==> config.mk <==
export PLATFORM = sky130hd
export DESIGN_NAME = mips_datapath_pc_sequencer
export DESIGN_NICKNAME = d
export VERILOG_FILES = /design/src/rtl/mips_pc_pkg.sv /design/src/rtl/mips_datapath_pc_target.sv /design/src/rtl/mips_datapath_pc_sequencer.sv
export SDC_FILE = /design/constraint.sdc
export NUM_CORES = 1
export LEC_CHECK = 0
export BUFFER_PORTS_ARGS = -buffer_cell sky130_fd_sc_hd__buf_2
export CAP_MARGIN = 20
export CORE_ASPECT_RATIO = 1.4
export CORE_MARGIN = 10
export CORE_UTILIZATION = 38
export DETAILED_ROUTE_END_ITERATION = 8
export HOLD_SLACK_MARGIN = 0.06
export PLACE_DENSITY = 0.62
export SYNTH_ARGS = -nofsm -noshare
export SYNTH_HDL_FRONTEND = slang
export SYNTH_SLANG_ARGS = --single-unit
==> constraint.sdc <==
create_clock -name clock -period 4.6 [get_ports clock]
set_clock_uncertainty 0.2 [all_clocks]
set_input_delay 1.38 -clock clock [delete_from_list [all_inputs] [get_ports clock]]
set_output_delay 1.38 -clock clock [all_outputs]
set_load 0.01 [all_outputs]
==> src/rtl/mips_pc_pkg.sv <==
// Shared types and defaults for the PC sequencer and its target calculator.
package mips_pc_pkg;

    typedef enum logic [1:0] {
        ACT_INC      = 2'd0,
        ACT_BRANCH   = 2'd1,
        ACT_JUMP     = 2'd2,
        ACT_REGISTER = 2'd3
    } action_t;

    typedef enum logic {
        ST_RUN   = 1'b0,
        ST_FLUSH = 1'b1
    } state_t;

    localparam logic [31:0] RESET_PC_DEFAULT = 32'h0040_0000;

endpackage

==> src/rtl/mips_datapath_pc_target.sv <==
// Combinational redirect target and jr/jalr misalignment detection.
module mips_datapath_pc_target
    import mips_pc_pkg::*;
#(
    parameter int WIDTH = 32
) (
    input  action_t          action,
    input  logic [WIDTH-1:0] pcEx,
    input  logic [WIDTH-1:0] branchOffset,
    input  logic [25:0]      jumpIndex,
    input  logic [WIDTH-1:0] registerTarget,
    output logic [WIDTH-1:0] target,
    output logic             misaligned
);

    // Select the target for the resolved action; Inc has no target of its own.
    always_comb begin
        target     = pcEx;
        misaligned = 1'b0;
        case (action)
            ACT_BRANCH: target = pcEx + (branchOffset << 2);
            ACT_JUMP:   target[27:0] = {jumpIndex, 2'b00};
            ACT_REGISTER: begin
                target     = {registerTarget[WIDTH-1:2], 2'b00};
                misaligned = |registerTarget[1:0];
            end
            default: target = pcEx;
        endcase
    end

endmodule

==> src/rtl/mips_datapath_pc_sequencer.sv <==
// Fetch PC register with redirect acceptance and wrong-path flush window.
module mips_datapath_pc_sequencer
    import mips_pc_pkg::*;
#(
    parameter int               WIDTH       = 32,
    parameter logic [WIDTH-1:0] RESET_PC    = WIDTH'(RESET_PC_DEFAULT),
    parameter int               FLUSH_DEPTH = 2
) (
    input  logic             clock,
    input  logic             reset,
    input  logic             stall,
    input  logic             actionValid,
    input  action_t          action,
    input  logic [WIDTH-1:0] pcEx,
    input  logic [WIDTH-1:0] branchOffset,
    input  logic [25:0]      jumpIndex,
    input  logic [WIDTH-1:0] registerTarget,
    output logic [WIDTH-1:0] pc,
    output logic             flush,
    output logic             redirect,
    output logic             addrError
);

    state_t           state;
    logic [2:0]       left;
    logic [WIDTH-1:0] target;
    logic             misaligned;

    mips_datapath_pc_target #(.WIDTH(WIDTH)) u_target (
        .action         (action),
        .pcEx           (pcEx),
        .branchOffset   (branchOffset),
        .jumpIndex      (jumpIndex),
        .registerTarget (registerTarget),
        .target         (target),
        .misaligned     (misaligned)
    );

    // PC/state/flush sequencing; redirect and addrError are single-cycle pulses
    // that clear even under stall, while pc, state, left and flush hold.
    always_ff @(posedge clock) begin
        if (reset) begin
            pc        <= RESET_PC;
            state     <= ST_RUN;
            left      <= 3'd0;
            flush     <= 1'b0;
            redirect  <= 1'b0;
            addrError <= 1'b0;
        end else begin
            redirect  <= 1'b0;
            addrError <= 1'b0;
            if (!stall) begin
                case (state)
                    ST_RUN: begin
                        if (actionValid && action != ACT_INC) begin
                            pc        <= target;
                            state     <= ST_FLUSH;
                            left      <= 3'(FLUSH_DEPTH - 1);
                            flush     <= 1'b1;
                            redirect  <= 1'b1;
                            addrError <= misaligned;
                        end else begin
                            pc <= pc + WIDTH'(4);
                        end
                    end
                    ST_FLUSH: begin
                        // Younger instructions are wrong-path: actionValid ignored here.
                        pc <= pc + WIDTH'(4);
                        if (left == 3'd0) begin
                            state <= ST_RUN;
                            flush <= 1'b0;
                        end else begin
                            left <= left - 3'd1;
                        end
                    end
                    default: state <= ST_RUN;
                endcase
            end
        end
    end

endmodule
==> metrics.txt <==
Die X 110 µm; wire length per cell 18.2 µm; crit path DAT 4.08 ns; CTS tree yes; Boundary Pins 163; # diodes 0; FFs w/ async S/R, synth 0%; Initial DRC Count 321; gr usage total 19.2%; Final Power 1230 µW; pin count of the biggest net entering global routing 45; final std cells w/o fill 878; synthesized area per cell 7.29 µm²; Hold WC Path Type flip-flop to flip-flop; RSZ-0062 raised after global routing no; core area 11200 µm²; CP Launch Type input pin; DP Area 5250 µm²; Final nets 894; cell area after layout 5410 µm²; first-pass GRT wire length 25400 µm; Longest Clk Path Bufs 2; GRT Residual Overflow 0; worst endpoint required time 4.57 ns; clock latency on the worst-skew pair 0.29 ns; Post-synth EDFFs 0; PD cells 227 nW/µm²; drt first pass iters 5; Layout area overhead 25.2%; post-CTS sizing 0; # setup viols final 0; Site Rows 46; fillers 1163; MaxCap Viol Count 0; Gate Count Post-Synth 592; Slew @ Worst Pin 0.781 ns; DP Cell Count 870; Worst-path clk slew 0.06 ns; Die Ht 146 µm; Starting Density 38.5%; CTS Root Buffer Type clkbuf_16; sequential fraction of the synthesis area 18.1%; Synth Cell Area 4320 µm²; Max-Slew Margin vs Limit 46.6%; GP Congestion 0.893; most frequent cells in the layout 160 x buf_2, 73 x a21oi_1, 56 x nor2_1; antenna-violating nets left 0; Crit Path Class input pin to flip-flop; Sequential Area 781 µm²; routed vias/inst 5.85; maximum VDD drop 0.114 mV; utilization after layout 48.2%; Sink Count 39; FF-to-FF setup slack 1.77 ns; Pins Over Slew Limit 0; TNS Setup 0 ns; min Tclk post-route 4.11 ns; Netlist cell types 62; Residual DRC 0; vias 5136; status finished, final reports clean; Setup crit end kind flip-flop; Primary FF master, synth dfxtp_1; vias in the first global route 5138; hold buffers post-CTS 0; Leak 0.00238 µW; Yosys warnings 0; IO buf count 160; Max H-tree Level 2; TritonCTS Buffers 5; layout cells sized above 1 28.9%; most common cell after layout, fill and taps aside buf_2; full die area 16100 µm²; flops & latches, synth 39; routed wire length 15900 µm; post-CTS setup buffer count 0; fin crit share 89.4%; crit-path max FO 4; initial antenna violation count 0; final hold violation count 0; Synth Net Count 753; Multi-input gate area 3340 µm²; max frequency 243 MHz; Final HPWL DP 12900 µm
-- sequential cells by signal, summed over array words and instances, names as in the netlist --
| signal | cells |
|---|---|
| redirect | 1 |
| pc | 32 |
| addrError | 1 |
| state | 1 |
| flush | 1 |
| left | 3 |
-- cell type report --
class	instances	area share (%)
Timing Repair Buffer	173	16.6
Tap cell	144	3.33
Multi-Input combinational cell	501	61.8
Sequential cell	39	14.4
Inverter	13	0.903
Clock buffer	8	2.89
-- worst max-delay path, stage by stage --
cell and delay (ns):
buf_2 0.08, ha_1 0.19, inv_1 0.07, fa_1 0.37
nand2b_1 0.21, a21oi_1 0.26, o21ai_0 0.22, o311ai_0 0.44
buf_4 0.21, a31oi_1 0.10, xnor2_1 0.15, a22oi_1 0.29
a21oi_1 0.11
-- synth_stat cells, drive strengths merged, types with 4 or more instances --
library cell	number	area [µm²]
a21oi	73	365
nor2	56	210
o21ai	41	213
dfxtp	39	781
nand2	38	143
clkbuf	32	120
ha	32	400
mux2	24	270
nand3	18	90.1
nor3	18	95.1
a31oi	17	106
a211oi	15	113
xor2	14	123
a21o	13	97.6
inv	13	48.8
xnor2	12	105
and3	11	68.8
nand4	11	68.8
a22oi	9	67.6
a221oi	7	61.3
and2	7	43.8
buf	7	30.0
nand2b	7	43.8
o211ai	7	52.6
o22ai	7	43.8
a41oi	6	52.6
a2111oi	4	41.3
nand3b	4	30.0
o31ai	4	30.0
-- cells by family after synthesis --
family / Yosys count / share of synthesized area [%]
DFF: 39 / 18.1
adders and majority gates: 33 / 9.74
xor gates and xnor gates: 26 / 5.27
muxes: 27 / 6.95
buffers and inverters: 52 / 4.61
and+or+nand+nor: 186 / 21.1
AOI/OAI and AO/OA: 229 / 34.3
-- metal layers --
| layer | track usage (%) | share of wire, % | vias up |
|---|---|---|---|
| met2 | 34.8 | 52 | 171 |
| met5 | 0 | 0 | - |
| met1 | 22.1 | 40 | 2414 |
| li1 | - | - | 2529 |
| met4 | 5.22 | 1.9 | 0 |
| met3 | 3.22 | 5.7 | 22 |
-- path summary, 6_finish.rpt --
kind                           start             endpoint  cells after the start
setup / recovery             pcEx[2]  pc[20]$_SDFFE_PP0N_                     13
hold / removal    pc[0]$_SDFFE_PP0P_   pc[0]$_SDFFE_PP0P_                      2
setup reg to reg  pc[2]$_SDFFE_PP0N_  pc[22]$_SDFFE_PP1N_                      8
hold reg to reg   pc[0]$_SDFFE_PP0P_   pc[0]$_SDFFE_PP0P_                      2
-- power by group --
part           internal [µW]  switching, µW  leakage [µW]
Sequential               358           21.6      0.000319
Clock                    231            140     0.0000772
Combinational            207            270       0.00199
-- through the flow --
stage | hold WS (ns) | worst slack (ns)
3_5_place_dp | 0.241 | 0.316
4_1_cts | 0.247 | 0.597
3_3_place_gp | 0.239 | 0.345
5_1_grt | 0.281 | 0.329
2_1_floorplan | 0.243 | 0.676
6_report | 0.247 | 0.486
No activity file was read; power rests on OpenSTA's default activity.
